==> src/rtl/shift_rows_stream.sv <==
// rtl/shift_rows_stream.sv - pipelined ShiftRows/InvShiftRows for Rijndael NB = 4/6/8
// Direction is chosen per beat; tag rides alongside the state through every slot.
module shift_rows_stream #(
   parameter int NB     = 4,
   parameter int STAGES = 1,
   parameter int TAGW   = 4
) (
   input  logic              clk,
   input  logic              rst_n,
   input  logic              in_valid,
   output logic              in_ready,
   input  logic              in_inv,
   input  logic [32*NB-1:0]  in_state,
   input  logic [TAGW-1:0]   in_tag,
   output logic              out_valid,
   input  logic              out_ready,
   output logic [32*NB-1:0]  out_state,
   output logic [TAGW-1:0]   out_tag,
   output logic [1:0]        occupancy
);
   localparam int W = 32 * NB;

   if (!(NB == 4 || NB == 6 || NB == 8)) begin : g_bad_nb
      $error("shift_rows_stream: NB must be 4, 6 or 8");
   end
   if (STAGES < 1 || STAGES > 3) begin : g_bad_stages
      $error("shift_rows_stream: STAGES must be 1..3");
   end

   logic [W-1:0] xf_state;

   // Byte (r,c) lives at [W-1-8*(4c+r) -: 8]; NB=8 uses offsets 1,3,4 for rows 1..3.
   for (genvar r = 0; r < 4; r++) begin : g_row
      localparam int S = (r == 0) ? 0 : ((NB == 8 && r >= 2) ? r + 1 : r);
      for (genvar c = 0; c < NB; c++) begin : g_col
         localparam int FC = (c + S) % NB;
         localparam int IC = (c + NB - S) % NB;
         assign xf_state[W-1-8*(4*c+r) -: 8] = in_inv ? in_state[W-1-8*(4*IC+r) -: 8]
                                                      : in_state[W-1-8*(4*FC+r) -: 8];
      end
   end

   logic [STAGES-1:0] v;
   logic [W-1:0]      st [STAGES];
   logic [TAGW-1:0]   tg [STAGES];
   logic [STAGES-1:0] rdy;
   logic              nxt;
   logic [STAGES-1:0] src_v;
   logic [W-1:0]      src_st [STAGES];
   logic [TAGW-1:0]   src_tg [STAGES];

   // A slot can load if it is empty or its occupant leaves this cycle.
   always_comb begin
      nxt = out_ready;
      rdy = '0;
      for (int k = STAGES - 1; k >= 0; k--) begin
         nxt    = !v[k] | nxt;
         rdy[k] = nxt;
      end
   end

   always_comb begin
      src_v     = '0;
      src_v[0]  = in_valid;
      src_st[0] = xf_state;
      src_tg[0] = in_tag;
      for (int k = 1; k < STAGES; k++) begin
         src_v[k]  = v[k-1];
         src_st[k] = st[k-1];
         src_tg[k] = tg[k-1];
      end
   end

   assign in_ready  = rdy[0];
   assign out_valid = v[STAGES-1];
   assign out_state = st[STAGES-1];
   assign out_tag   = tg[STAGES-1];

   logic acc, emit;
   assign acc  = in_valid & rdy[0];
   assign emit = v[STAGES-1] & out_ready;

   always_ff @(posedge clk or negedge rst_n) begin
      if (!rst_n) begin
         v         <= '0;
         occupancy <= 2'd0;
         for (int k = 0; k < STAGES; k++) begin
            st[k] <= '0;
            tg[k] <= '0;
         end
      end else begin
         for (int k = 0; k < STAGES; k++) begin
            if (rdy[k]) begin
               v[k] <= src_v[k];
               if (src_v[k]) begin
                  st[k] <= src_st[k];
                  tg[k] <= src_tg[k];
               end
            end
         end
         if (acc && !emit && occupancy != 2'd3)
            occupancy <= occupancy + 2'd1;
         else if (emit && !acc && occupancy != 2'd0)
            occupancy <= occupancy - 2'd1;
      end
   end
endmodule

==> config.mk <==
export PLATFORM = sky130hd
export DESIGN_NAME = shift_rows_stream
export DESIGN_NICKNAME = d
export VERILOG_FILES = /design/src/rtl/shift_rows_stream.sv
export SDC_FILE = /design/constraint.sdc
export NUM_CORES = 1
export LEC_CHECK = 0
export BUFFER_PORTS_ARGS = -buffer_cell sky130_fd_sc_hd__buf_2
export CAP_MARGIN = 25
export CELL_PAD_IN_SITES_DETAIL_PLACEMENT = 1
export CELL_PAD_IN_SITES_GLOBAL_PLACEMENT = 1
export CORE_MARGIN = 8
export CORE_UTILIZATION = 35
export CTS_CLUSTER_SIZE = 30
export DETAILED_ROUTE_END_ITERATION = 10
export GPL_ROUTABILITY_DRIVEN = 0
export GPL_TIMING_DRIVEN = 0
export PLACE_DENSITY = 0.9
export SYNTH_ARGS = -nofsm -noshare
export SYNTH_HDL_FRONTEND = slang
export SYNTH_SLANG_ARGS = --single-unit
==> constraint.sdc <==
create_clock -name clk -period 1.7 [get_ports clk]
set_input_delay 0.255 -clock clk [delete_from_list [all_inputs] [get_ports clk]]
set_output_delay 0.255 -clock clk [all_outputs]
set_load 0.02 [all_outputs]
==> flow_metrics.tcl <==
set metrics [dict create \
    design.die.area_mm2 0.0212 \
    stdcell_count 979 \
    cpPeakStageDelay_ns 0.38 \
    grt.total_usage 0.211 \
    p_clk_frac 0.357 \
    worstSetupStartpointType "flip-flop" \
    cp_max_fo 10 \
    drtIter0Drc 125 \
    overflow 0 \
    worst_pin_slew_ns 0.614 \
    grt_max_degree 73 \
    dr.pass1.iters 4 \
    start_util 0.356 \
    skew_ns 0.00624 \
    drive_gt1_frac 0.531 \
    htreeDepth 4 \
    clkSlewWorstSetupHoldPaths_ns 0.06 \
    seqPwrFrac 0.395 \
    ir_worst_vdd_mv 0.625 \
    p_leak_nw 3.99 \
    grt_pass1_vias 5790 \
    drc 0 \
    finalMaxSlewViolations 0 \
    final_common_cell "buf_2" \
    rsz0062_at_grt "yes" \
    cap_violations 0 \
    fillCellCount 1854 \
    finalHoldViolCount 0 \
    synthCells 452 \
    slowest_stage "dfrtp_1" \
    max_freq_mhz 613 \
    nets 883 \
    layout_min_cycle_time_ns 1.63 \
    cts_sinks 135 \
    syn_nets 589 \
    root_buffer "clkbuf_16" \
    die_y_um 146 \
    cp_data_required_time_ns 1.44 \
    dp.cells 943 \
    p_switching_mw 3.31 \
    p_per_area_mw_per_mm2 1240 \
    seqCellArea_mm2 0.00338 \
    viasPerCell 5.11 \
    dpl-instance-area_mm2 0.00754 \
    antenna_found_initial 3 \
    insertedDiodeCount 0 \
    ys_seq_elements 135 \
    coreArea_mm2 0.0165 \
    insertion_delay_ns 0.41 \
    cts_buffer_depth 2 \
    die_w_um 146 \
    period_share 0.960 \
    fin_area_mm2 0.00818 \
    finalWirelength_um 22300 \
    ys_warn_count 0 \
    cts_tree "yes" \
    crit_buf_inv 4 \
    crit_family "buffers and inverters" \
    area_delta_synth_final_pct 39.2 \
    p_sw_frac 0.326 \
    syn_area_mm2 0.00588 \
    slew_headroom 0.591 \
    io_pins 273 \
    portBuffers 270 \
    internal-power_mw 6.84 \
    cp.arrival_ns 1.38 \
    combPwrFrac 0.248 \
    syn_avg_cell_area_um2 13.0 \
    grt_pass1_wl_um 34800 \
    setup_tns_ns 0 \
    multi_input_area_mm2 0.00228 \
    vias 5002 \
    tritoncts.num_buffers 17 \
    path_class "reg2out" \
    cpMostUsedCell "buf_6" \
    rows 47 \
    hold_class "in2reg" \
    layout_common_cells "buf_2 (288), dfrtp_1 (135), a21oi_1 (66), mux2i_1 (64), a31oi_1 (64)" \
    ant_nets 0 \
    dp_hpwl_um 17500 \
    routedWlPerCell_um 22.8 \
    ys_types 19 \
    seq_area_frac_synth 0.575 \
    critPathCaptureType "output pin" \
    crit_chain "nand2b_1 > buf_6 > buf_6 > buf_8 > buf_6" \
    status "complete, no violations" \
    final-setup-viol-count 0 \
]
-- cells by family after synthesis --
logic type      Yosys count  share of synthesized area
flops                   135                      0.575
compound gates          131                      0.125
mux                     132                      0.252
simple gates             10                     0.0104
buf+inv                  44                     0.0373
-- area by class of cell --
| type | instances | share of cell area |
|---|---|---|
| flip-flops and latches | 135 | 0.413 |
| multi-input cells | 273 | 0.279 |
| repair buffers | 276 | 0.175 |
| clock buffers | 18 | 0.0525 |
| well taps | 220 | 0.0336 |
| plain buffers | 43 | 0.0291 |
| clock inverters | 14 | 0.0184 |
-- cells in the mapped netlist --
master	instances	share of area
clkbuf_1	17	0.011
and4b_1	1	0.0017
nor2_1	2	0.0013
buf_6	3	0.0057
mux2i_1	64	0.11
mux2_4	20	0.051
nand3b_1	1	0.0013
nand2b_1	3	0.0032
buf_4	1	0.0013
nand2_2	1	0.0011
a31oi_1	64	0.068
nor2b_1	1	0.0011
mux2_2	48	0.092
nor3_1	1	0.00085
buf_2	22	0.019
o21ai_0	1	0.00085
a21oi_1	66	0.056
buf_1	1	0.00064
dfrtp_1	135	0.57
-- power by group through the flow --
stage / Sequential [mW] / Combinational (mW) / Clock [mW]
6_report: 4.01 / 2.51 / 3.62
5_1_grt: 4.06 / 2.69 / 3.82
2_1_floorplan: 4.62 / 0.795 / 0
3_3_place_gp: 4.00 / 2.42 / 0
4_1_cts: 4.01 / 2.55 / 3.72
3_5_place_dp: 4.05 / 2.51 / 0
-- stage by stage --
step | util | worst slack [ns] | power, mW | hold slack, ns
4_1_cts | 0.494 | 0.0200 | 10.3 | 0.0544
5_1_grt | 0.495 | -0.00356 | 10.6 | 0.0597
2_1_floorplan | - | 0.182 | 5.42 | -0.0406
3_3_place_gp | 0.454 | -1.50 | 6.41 | 0.481
3_5_place_dp | 0.456 | -0.00241 | 6.57 | 0.281
6_report | 0.495 | 0.0679 | 10.1 | 0.0704
-- layer usage --
layer	vias up	GRT usage	wire (um)
li1	2263	-	-
met1	2492	0.227	8770
met2	204	0.381	11600
met3	37	0.0669	1410
met4	6	0.0729	458
met5	-	0	40
-- worst paths after layout --
check                                      startpoint                         end  slack, ns  cells past startpoint
hold / removal                          in_state[126]  out_state[126]$_DFFE_PN0P_       0.07                      2
min in group asynchronous                       rst_n   out_state[69]$_DFFE_PN0P_       0.39                      2
max in group asynchronous                       rst_n  out_state[125]$_DFFE_PN0P_       0.52                      3
setup reg to reg                out_valid$_DFFE_PN0N_   out_state[67]$_DFFE_PN0P_       0.16                      7
hold reg to reg            out_state[121]$_DFFE_PN0P_  out_state[121]$_DFFE_PN0P_       0.51                      1
setup / recovery                out_valid$_DFFE_PN0N_                    in_ready       0.07                      5
-- timing repair --
| item | CTS | global route |
|---|---|---|
| setup endpoints to repair | 3 | 11 |
| setup buffers | 3 | 1 |
| resized for setup | 7 | 5 |
| hold buffers | 1 | 0 |
| hold endpoints to repair | 63 | 0 |
-- sequential cells by signal (all words and copies together), names as in the netlist --
register	cells
out_tag	4
out_valid	1
out_state	128
occupancy	2
-- worst reg2reg max path: cells and delay by family (launching register included) --
| family | cells | cell delay, ns |
|---|---|---|
| simple gates | 1 | 0.09 |
| buf+inv | 4 | 0.67 |
| flops | 1 | 0.38 |
| compound gates | 2 | 0.30 |
(Power assumes the default switching activity.)
